`src/rtl/instr_issue_scheduler.sv`:
```
// In-order issue controller: buffers decoded instructions, tracks pending destination registers
// in a scoreboard and issues the queue head only when its RAW/WAW hazards are clear.
module instr_issue_scheduler #(
   parameter int DEPTH   = 4,
   parameter int ALU_LAT = 2,
   parameter int CNT_W   = 16
) (
   input  logic             clk,
   input  logic             rst,
   input  logic             flush,
   input  logic             in_valid,
   output logic             in_ready,
   input  logic [31:0]      in_instr,
   input  logic             in_regwrite,
   input  logic             in_alusrc,
   output logic             issue_valid,
   output logic [31:0]      issue_instr,
   output logic             issue_regwrite,
   output logic             issue_alusrc,
   output logic [31:0]      busy_vec,
   output logic [CNT_W-1:0] stall_cnt
);

   localparam int PTR_W = $clog2(DEPTH);
   localparam logic [PTR_W:0] PTR_ONE = 1;
   localparam logic [CNT_W-1:0] CNT_ONE = 1;

   logic [31:0]  q_instr [DEPTH];
   logic         q_rw    [DEPTH];
   logic         q_as    [DEPTH];
   logic [PTR_W:0] wr_ptr;
   logic [PTR_W:0] rd_ptr;
   logic [4:0]   pipe    [ALU_LAT];

   logic         empty;
   logic         full;
   logic [31:0]  head_instr;
   logic         head_rw;
   logic         head_as;
   logic [4:0]   head_rd;
   logic [4:0]   head_rs1;
   logic [4:0]   head_rs2;
   logic [31:0]  clr_mask;
   logic [31:0]  set_mask;
   logic [31:0]  eff_busy;
   logic         can_issue;
   logic         do_pop;
   logic         do_push;

   assign empty    = (wr_ptr == rd_ptr);
   assign full     = (wr_ptr[PTR_W] != rd_ptr[PTR_W]) &&
                     (wr_ptr[PTR_W-1:0] == rd_ptr[PTR_W-1:0]);
   assign in_ready = !full;

   assign head_instr = q_instr[rd_ptr[PTR_W-1:0]];
   assign head_rw    = q_rw[rd_ptr[PTR_W-1:0]];
   assign head_as    = q_as[rd_ptr[PTR_W-1:0]];
   assign head_rd    = head_instr[11:7];
   assign head_rs1   = head_instr[19:15];
   assign head_rs2   = head_instr[24:20];

   // A register leaving the latency pipe this cycle is already visible to dependents,
   // which is what lets ALU_LAT=1 issue back-to-back.
   always_comb begin
      clr_mask = '0;
      if (pipe[ALU_LAT-1] != 5'd0) clr_mask[pipe[ALU_LAT-1]] = 1'b1;
   end

   assign eff_busy  = busy_vec & ~clr_mask;
   assign can_issue = !empty && !eff_busy[head_rs1] &&
                      (head_as || !eff_busy[head_rs2]) &&
                      (!head_rw || !eff_busy[head_rd]);
   assign do_pop    = can_issue && !flush;
   assign do_push   = in_valid && !full && !flush;

   always_comb begin
      set_mask = '0;
      if (do_pop && head_rw && head_rd != 5'd0) set_mask[head_rd] = 1'b1;
   end

   always_ff @(posedge clk) begin
      if (do_push) begin
         q_instr[wr_ptr[PTR_W-1:0]] <= in_instr;
         q_rw[wr_ptr[PTR_W-1:0]]    <= in_regwrite;
         q_as[wr_ptr[PTR_W-1:0]]    <= in_alusrc;
      end
   end

   always_ff @(posedge clk or negedge rst) begin
      if (!rst) begin
         wr_ptr <= '0;
         rd_ptr <= '0;
      end else if (flush) begin
         wr_ptr <= '0;
         rd_ptr <= '0;
      end else begin
         if (do_push) wr_ptr <= wr_ptr + PTR_ONE;
         if (do_pop)  rd_ptr <= rd_ptr + PTR_ONE;
      end
   end

   // A re-issue of a register on the very cycle its old entry retires keeps it busy (set wins).
   always_ff @(posedge clk or negedge rst) begin
      if (!rst) begin
         busy_vec <= '0;
         for (int i = 0; i < ALU_LAT; i++) pipe[i] <= '0;
      end else if (flush) begin
         busy_vec <= '0;
         for (int i = 0; i < ALU_LAT; i++) pipe[i] <= '0;
      end else begin
         busy_vec <= ((busy_vec & ~clr_mask) | set_mask) & ~32'h1;
         pipe[0]  <= (do_pop && head_rw) ? head_rd : 5'd0;
         for (int i = 1; i < ALU_LAT; i++) pipe[i] <= pipe[i-1];
      end
   end

   always_ff @(posedge clk or negedge rst) begin
      if (!rst) begin
         issue_valid    <= 1'b0;
         issue_instr    <= '0;
         issue_regwrite <= 1'b0;
         issue_alusrc   <= 1'b0;
      end else if (do_pop) begin
         issue_valid    <= 1'b1;
         issue_instr    <= head_instr;
         issue_regwrite <= head_rw;
         issue_alusrc   <= head_as;
      end else begin
         issue_valid    <= 1'b0;
         issue_instr    <= '0;
         issue_regwrite <= 1'b0;
         issue_alusrc   <= 1'b0;
      end
   end

   always_ff @(posedge clk or negedge rst) begin
      if (!rst) begin
         stall_cnt <= '0;
      end else if (!flush && !empty && !can_issue && stall_cnt != '1) begin
         stall_cnt <= stall_cnt + CNT_ONE;
      end
   end

endmodule

```
`config.mk`:
```
export PLATFORM = sky130hd
export DESIGN_NAME = instr_issue_scheduler
export DESIGN_NICKNAME = d
export VERILOG_FILES = /design/src/rtl/instr_issue_scheduler.sv
export SDC_FILE = /design/constraint.sdc
export NUM_CORES = 1
export LEC_CHECK = 0
export BUFFER_PORTS_ARGS = -buffer_cell sky130_fd_sc_hd__buf_2
export CORE_MARGIN = 5
export CORE_UTILIZATION = 25
export CTS_BUF_LIST = sky130_fd_sc_hd__clkbuf_8
export DETAILED_ROUTE_END_ITERATION = 8
export PLACE_DENSITY = 0.38
export RECOVER_POWER = 100
export SLEW_MARGIN = 25
export SYNTH_ARGS = -nofsm -noshare
export SYNTH_HDL_FRONTEND = slang
export SYNTH_SLANG_ARGS = --single-unit
```
`constraint.sdc`:
```
create_clock -name clk -period 3.15 [get_ports clk]
set_input_delay 0.63 -clock clk [delete_from_list [all_inputs] [get_ports clk]]
set_output_delay 0.63 -clock clk [all_outputs]
set_load 0.05 [all_outputs]
```
==> results of run 1 <==
==> synthesized netlist by cell type (8+ instances only) <==
cell / n / area (um2)
o21ai_0: 34 / 170
dfrtp_1: 98 / 2450
and2_1: 35 / 219
nand3_1: 40 / 200
nand2b_1: 10 / 62.6
nor2_1: 25 / 93.8
nor3_1: 16 / 80.1
buf_2: 8 / 40.0
mux2i_1: 35 / 350
xor2_1: 15 / 131
clkbuf_1: 11 / 41.3
edfxtp_1: 136 / 4080
mux4_2: 42 / 946
a21oi_1: 35 / 175
buf_4: 8 / 60.1
nand2_1: 11 / 41.3
==> worst max-delay path: stages, from the launching register on <==
cell and delay (ns):
dfrtp_2 0.48, buf_12 0.14, mux4_2 0.60, mux4_2 0.45, mux2_4 0.28, nand3b_1 0.10, o311a_4 0.22, nor4_4 0.06
buf_6 0.14, buf_8 0.13, or4_4 0.49, xnor2_2 0.14
==> sequential cells by signal, summed over array words and instances (netlist names) <==
name	count
wr_ptr	3
pipe	10
stall_cnt	16
issue_alusrc	1
busy_vec	31
issue_regwrite	1
q_rw	4
issue_instr	32
q_instr	128
issue_valid	1
rd_ptr	3
q_as	4
==> cell families (layout without fill, tap and decap cells) <==
| kind of cell | after synthesis | in the layout | synth area share (%) |
|---|---|---|---|
| other | 1 | 1 | 0.0382 |
| buffers and inverters | 39 | 347 | 2.00 |
| muxes | 81 | 81 | 13.7 |
| DFF | 234 | 234 | 66.6 |
| xor gates and xnor gates | 21 | 21 | 1.87 |
| adders and majority gates | 6 | 6 | 0.765 |
| and+or+nand+nor | 173 | 173 | 9.94 |
| AOI/OAI and AO/OA | 88 | 88 | 5.15 |
==> final cells by class <==
type / count / area, um2
sequential: 234 / 6540
clock buffer: 44 / 606
tap: 518 / 648
multi-input combinational: 370 / 3320
fill: 3902 / 25600
inverter: 8 / 37.5
timing repair buffer: 261 / 1840
clock inverter: 34 / 196
==> timing repair <==
action	CTS	global route
gates resized for setup	49	26
gates cloned	1	0
pin swaps	17	12
setup buffers	14	1
endpoints found under the setup margin	90	90
==> how the worst min path moves through the flow <==
stage	from	endpoint	slack, ns	cells after the start
detailed placement	pipe[6]	pipe[1]	0.46	1
global route	in_instr[22]	q_instr[1][22]	0.23	1
finish	in_instr[22]	q_instr[1][22]	0.29	1
CTS	rst	wr_ptr[0]	0.05	1
floorplan	rst	busy_vec[10]	0.33	0
global placement	pipe[5]	pipe[0]	0.46	1
==> layout by cell type (no fill, tap or decap), types with 19 or more instances in the layout <==
master / count
nand3_1: 39
mux2i_1: 34
a21oi_1: 25
mux4_2: 42
and2_1: 24
buf_4: 113
clkbuf_1: 37
edfxtp_1: 136
inv_1: 19
o21ai_0: 29
nor2_1: 21
buf_2: 85
clkbuf_8: 44
dfrtp_1: 95
==> where the power goes <==
| part | internal, uW | switching (uW) | total, uW | leakage [uW] |
|---|---|---|---|---|
| sequential | 3560 | 170 | 3730 | 0.00255 |
| combinational | 1790 | 2610 | 4390 | 0.00230 |
| clock | 1400 | 1280 | 2690 | 0.000469 |
| total | 6760 | 4060 | 10800 | 0.00532 |
==> stage by stage <==
step           hold WS [ns]  worst slack, ns  setup TNS [ns]
3_3_place_gp          0.461           -0.469          -21.07
6_report              0.287           -0.191           -5.94
5_1_grt               0.229           -0.290          -19.83
4_1_cts              0.0468           -0.232          -14.20
2_1_floorplan         0.334           0.0703               0
3_5_place_dp          0.456           -0.502          -24.89
==> metal layers <==
layer	vias up	GRT usage [%]	share of wire [%]
met2	181	22.4	48
met1	3262	17.7	44
li1	3008	-	-
met5	-	0	0.16
met4	6	3.90	2.1
met3	50	4.29	5.9
==> out/metrics.cfg, run 1 <==
[status]
outcome=finished with violations
violations_in_the_final_reports=negative setup slack

[die]
floorplan.initialDensity_pct=25.3
num_io_pins=122
rows=72
fp.dieArea_um2=43300
coreArea_um2=38700
die_height_um=208
die_w_um=208

[cells_and_area]
layout-area-overhead-vs-synth_pct=34.3
layout-drive-gt1-share_pct=40.5
finalNetCount=961
layout.cells.non_filler=1469
num_antenna_cells=0
final_util_pct=34.0
final_cell_area_um2=13200

[global_route]
initial_antenna_violation_count=3
grt-ovfl-total=0
global_route_wire_length_before_repair_um=45700
vias_in_the_first_global_route=7252
pin_count_of_the_biggest_net_entering_global_routing=44
groute.usage.overall_pct=13.7

[clock_tree]
tritoncts=done
clock-root-buffer=clkbuf_8
cts_inserted_buffers=42
clock_pin_transition_on_the_worst_setup_and_hold_timing_paths_ns=0.06
holdBufCountCts=0
max-clock-path-buffers=3
count_of_h_tree_levels_built_during_cts=2
numClockSinks=234
clock_latency_ns=0.60

[timing]
clock_period_minus_final_worst_setup_slack_ns=3.34
achievable-frequency_mhz=299
rsz0062_at_grt=true
timing.final.hold_violations=0
post_route_fraction_of_the_period_consumed_by_the_critical_path_pct=106
relSlewSlack_pct=15.5
post-route-worst-setup-slack_ns=-0.191
worst_slew_pin_slew_ns=1.27
setup_violations=81
fin_worst_skew_ns=0.0439
slew_limit_fails=0

[placed_design]
cell_area_after_placement_um2=12000
dpl.cell_count=1378
finalWeightedCongestion=0.848
port_buffers=120
detailed_place_hpwl_um=21300

[critical_path]
cp.arrival_ns=3.81
register_to_register_setup_slack_ns=-0.19
worst_setup_path_startpoint=rd_ptr[0]
crit_path_class=reg2reg
crit_path_end_kind=flip-flop
crit-reg2reg-launch=rd_ptr[0]
timing.critical_path.from_type=flip-flop
critical_path_required_ns=3.62
timing.critical_path.to=stall_cnt[8]
reg2reg_to=stall_cnt[8]
critical_path_peak_fanout=7
r2r.worst_path.cells=11

[routing]
ant_nets=0
dr_total_vias=6507
initialDrtViolationCount=242
detail_route.wl_per_cell_um=20.1
vias_per_inst=4.43
drt_total_wl_um=29500
detailedRoute.firstPassIterationCount=5
drcViolationCount=0

[logic_synthesis]
number_of_enable_flip_flop_cells_after_synthesis=136
synth-warning-count=0
syn_avg_cell_area_um2=15.3
synth.net_count=687
synthDistinctLibCells=54
mapped_cells=643
synth_seq_cells=234
synth-main-ff-cell=edfxtp_1
synth.cell_area_um2=9820
async_reset_ff_share_pct=41.9
yosysSeqAreaShare_pct=66.6

[hold_path]
worst_hold_path_type=in2reg

[power_and_ir_drop]
power_density_nw_per_um2=820
vdd_ir_drop_max_mv=0.352
report.power.total_uw=10800
power_leakage_uw=0.00532

[flow_run]
drv.max_cap_violation_count=0

No activity file was read; power rests on OpenSTA's default activity.
==> run 2, diff against run 1 <==
- CORE_UTILIZATION: 25 -> 35
- PLACE_DENSITY: 0.38 -> 0.51
==> out/metrics.cfg, run 2 (same netlist as run 1, synthesis figures left out) <==
[clock_tree]
tritoncts=done
count_of_h_tree_levels_built_during_cts=2
clock_latency_ns=0.54
clock_pin_transition_on_the_worst_setup_and_hold_timing_paths_ns=0.06
clock-root-buffer=clkbuf_8
max-clock-path-buffers=3
cts_inserted_buffers=40
numClockSinks=234

[placed_design]
finalWeightedCongestion=0.881
dpl.cell_count=1235
port_buffers=120
detailed_place_hpwl_um=19000
cell_area_after_placement_um2=11800
pre_cts_ws_ns=-0.387

[timing]
post_route_fraction_of_the_period_consumed_by_the_critical_path_pct=107
slew_limit_fails=38
fin_worst_skew_ns=0.0234
worst_slew_pin_slew_ns=2.19
timing.final.hold_violations=0
rsz0062_at_grt=true
clock_period_minus_final_worst_setup_slack_ns=3.36
relSlewSlack_pct=-45.9
post-route-worst-setup-slack_ns=-0.211
achievable-frequency_mhz=298
setup_violations=83

[die]
die_w_um=177
coreArea_um2=27700
floorplan.initialDensity_pct=35.4
rows=61
num_io_pins=122
die_height_um=177
fp.dieArea_um2=31500

[flow_run]
drv.max_cap_violation_count=2

[critical_path]
cp.arrival_ns=3.83
worst_setup_path_startpoint=pipe[2]
register_to_register_setup_slack_ns=-0.21
critical_path_required_ns=3.61
crit-reg2reg-launch=pipe[2]
crit_path_end_kind=flip-flop
timing.critical_path.from_type=flip-flop
crit_path_class=reg2reg
critical_path_peak_fanout=8

[global_route]
grt-ovfl-total=0
grt.met3_usage_pct=4.81
vias_in_the_first_global_route=7231
grt_util_met1_pct=22.5
global_route_wire_length_before_repair_um=42600
globalRoute.busiestLayer=met2
pin_count_of_the_biggest_net_entering_global_routing=55
groute.usage.overall_pct=17.7
initial_antenna_violation_count=2
gr-usage-met2_pct=29.5

[cells_and_area]
largest_register_ff_count=128
layout-drive-gt1-share_pct=35.9
layout-area-overhead-vs-synth_pct=33.4
layout.cells.most_common_list=edfxtp_1, clkbuf_1, buf_4
layout.cells.most_common=edfxtp_1
final_cell_area_um2=13100
finalNetCount=965
layout.cells.non_filler=1328
num_antenna_cells=0

[hold_path]
worst_hold_path_type=in2reg
hold_start=in_instr[9]

[routing]
detail_route.wl_per_cell_um=20.7
drt_total_wl_um=27500
initialDrtViolationCount=399
drcViolationCount=0
dr_total_vias=6680
ant_nets=0
detailedRoute.firstPassIterationCount=7
vias_per_inst=5.03

[power_and_ir_drop]
vdd_ir_drop_max_mv=0.384
power_leakage_uw=0.00504
power_density_nw_per_um2=851

[status]
outcome=finished with violations
violations_in_the_final_reports=max-capacitance violations, max-slew violations, negative setup slack

==> run 2: cell types whose count changed in the layout (fill, tap and decap cells not counted), moves of 14 or more <==
cell,before,now
and2_1,24,8
and2_4,7,23
buf_2,85,2
clkbuf_1,37,121
nand3_1,39,25
nand3_2,1,15
==> run 2: worst max-delay path, stage by stage (launching register included) <==
cell      delay, ns
dfrtp_1        0.45
buf_4          0.17
or3_1          0.42
o21ai_0        0.30
buf_4          0.18
mux2i_1        0.06
mux2i_1        0.17
a221oi_2       0.11
o311a_4        0.38
nor4_4         0.31
nand2b_1       0.19
inv_4          0.14
buf_6          0.15
buf_12         0.13
and2_4         0.13
==> run 2: metal layers <==
metal / vias up / share of wire, %
met5: - / 0.091
met4: 4 / 2.8
met3: 63 / 6.5
met2: 226 / 49
met1: 3372 / 42
li1: 3015 / -
==> run 2: stage by stage <==
step	utilization, %	power [uW]	setup TNS [ns]	hold slack (ns)
after global placement	42.7	7660	-10.22	0.447
after detailed placement	42.7	7670	-9.99	0.450
after CTS	47.6	11200	-14.48	0.171
after global routing	47.3	11700	-21.75	0.336
after floorplan	-	6170	0	0.334
final	47.3	11100	-12.06	0.352
==> run 2: worst paths after layout <==
path                              endpoint  cells after the start
setup / recovery           issue_instr[14]                     14
hold / removal               q_instr[0][9]                      1
setup reg to reg           issue_instr[14]                     14
hold reg to reg                    pipe[2]                      1
max in group asynchronous      busy_vec[5]                      2
min in group asynchronous     busy_vec[22]                      1
==> run 2: repair_timing <==
item,CTS,global route
cloned,6,0
pin swaps,46,24
setup buffers,18,3
hold buffers,0,0
resized for setup,76,53
setup endpoints to repair,85,90
==> run 2: power by group <==
part | total [uW] | internal, uW | leakage (uW) | switching (uW)
clock network | 2430 | 1250 | 0.000419 | 1180
logic | 4960 | 2160 | 0.00207 | 2800
registers | 3750 | 3570 | 0.00255 | 184
total | 11100 | 6970 | 0.00504 | 4170
==> run 2: layout make-up <==
type / count / area, um2
fillers: 2545 / 14600
flip-flops and latches: 234 / 6540
multi-input cells: 370 / 3520
repair buffers: 267 / 1820
clock buffers: 43 / 592
well taps: 378 / 473
clock inverters: 28 / 115
inverters: 8 / 35.0
==> run 3, diff against run 2 <==
- CTS_BUF_LIST: sky130_fd_sc_hd__clkbuf_8 -> default
- SETUP_SLACK_MARGIN: default -> 0.5
==> out/metrics.cfg, run 3 (same netlist as run 1, synthesis figures left out) <==
[timing]
post_route_fraction_of_the_period_consumed_by_the_critical_path_pct=105
achievable-frequency_mhz=304
post-route-worst-setup-slack_ns=-0.143
rsz0062_at_grt=true
fin_worst_skew_ns=0.00828
timing.final.hold_violations=0
relSlewSlack_pct=-63.2
setup_violations=74
worst_case_hold_slack_ns=0.345
worst_slew_pin_slew_ns=2.45
timing.setup.tns_ns=-6.21
clock_period_minus_final_worst_setup_slack_ns=3.29
slew_limit_fails=37

[placed_design]
dpl.cell_count=1205
finalWeightedCongestion=0.945
pre_cts_ws_ns=-0.259
cell_area_after_placement_um2=11700
detailed_place_hpwl_um=18600
port_buffers=120

[clock_tree]
count_of_h_tree_levels_built_during_cts=1
clock_pin_transition_on_the_worst_setup_and_hold_timing_paths_ns=0.06
tritoncts=done
clock-root-buffer=clkbuf_16
max-clock-path-buffers=3
cts_inserted_buffers=26
numClockSinks=234
clock_latency_ns=0.54

[cells_and_area]
layout.cells.most_common_list=edfxtp_1, buf_4, dfrtp_1
layout.cells.non_filler=1287
layout-drive-gt1-share_pct=46.2
layout.cells.most_common=edfxtp_1
largest_register_ff_count=128
finalNetCount=935
final_cell_area_um2=13400
n_fill_cell=2469
num_antenna_cells=0
layout-area-overhead-vs-synth_pct=36.2

[routing]
drt_total_wl_um=27900
drcViolationCount=0
initialDrtViolationCount=485
detail_route.wl_per_cell_um=21.7
vias_per_inst=5.14
dr_total_vias=6612
detailedRoute.firstPassIterationCount=5
ant_nets=0

[global_route]
initial_antenna_violation_count=3
groute.usage.overall_pct=17.1
vias_in_the_first_global_route=7019
global_route_wire_length_before_repair_um=41500
pin_count_of_the_biggest_net_entering_global_routing=63
grt-ovfl-total=0

[critical_path]
crit_slowest_cell=mux4_2
crit_path_end_kind=flip-flop
worst_setup_path_startpoint=rd_ptr[0]
delay_heaviest_family_cp=multiplexers
cp.arrival_ns=3.72
crit-reg2reg-launch=rd_ptr[0]
crit_chain=mux4_2 -> buf_12 -> mux4_2 -> mux2_4 -> a31oi_4 -> o311a_4 -> nor4_4 -> buf_12 -> or4_4 -> xnor2_1
critical_path_peak_fanout=8
timing.critical_path.from_type=flip-flop
largest_stage_delay_on_the_critical_path_ns=0.65
crit_path_class=reg2reg
critical_path_required_ns=3.57
critical_path_buf_inv_count=2

[flow_run]
drv.max_cap_violation_count=1

[hold_path]
worst_hold_path_type=in2reg
hold_start=in_instr[30]

[power_and_ir_drop]
power_density_nw_per_um2=888
power_leakage_uw=0.00532
vdd_ir_drop_max_mv=0.439

[die]
die_w_um=177
floorplan.initialDensity_pct=35.4
fp.dieArea_um2=31500
die_height_um=177
coreArea_um2=27700
num_io_pins=122
rows=61

[status]
violations_in_the_final_reports=max-capacitance violations, max-slew violations, negative setup slack
outcome=finished with violations

[run 3: final cells by class]
cell class              instances  area, um2  share of cell area (%)
flip-flops and latches        234       6540                    48.9
clock inverters                 9        124                   0.926
well taps                     378        473                    3.54
inverters                       8       37.5                   0.281
multi-input cells             374       3680                    27.6
clock buffers                  37        733                    5.48
repair buffers                247       1780                    13.3
[run 3: metal layers]
metal | wire [um] | vias up | track usage, %
met5 | 28 | - | 0
met4 | 675 | 6 | 4.54
met3 | 1800 | 48 | 4.18
met2 | 13800 | 197 | 28.7
met1 | 11600 | 3408 | 22.3
li1 | - | 2953 | -
[run 3: power breakdown]
group          switching (uW)  leakage [uW]  internal (uW)  total, uW
combinational            2940       0.00237           2210       5150
clock                    1190      0.000411           1790       2980
sequential                179       0.00255           3560       3740
total                    4310       0.00532           7570      11900
[run 3: repair_timing]
action / in CTS / in global routing
cloned: 1 / 7
endpoints found under the setup margin: 178 / 227
setup buffers: 18 / 10
hold endpoints to repair: 0 / 0
resized for setup: 44 / 91
hold buffers: 0 / 0
pin swaps: 24 / 21
[run 3: worst paths after layout]
kind,slack [ns],end,cells after the start
min in group asynchronous,0.84,pipe[3],1
max in group asynchronous,0.73,rd_ptr[1],1
min reg2reg,0.46,pipe[0],1
min,0.34,q_instr[1][30],1
max reg2reg,-0.14,stall_cnt[8],10
max,-0.14,stall_cnt[8],10
[run 3: worst register-to-register path: stages (launching register included)]
cell and delay [ns]:
dfrtp_2 0.47, mux4_2 0.65, buf_12 0.18, mux4_2 0.41
mux2_4 0.30, a31oi_4 0.14, o311a_4 0.22, nor4_4 0.06
buf_12 0.15, or4_4 0.48, xnor2_1 0.14
[run 3: through the flow]
step           power [uW]  util, %
2_1_floorplan        6480        -
3_3_place_gp         7820     42.3
3_5_place_dp         7850     42.3
4_1_cts             11400     46.7
5_1_grt             12400     48.3
6_report            11900     48.3
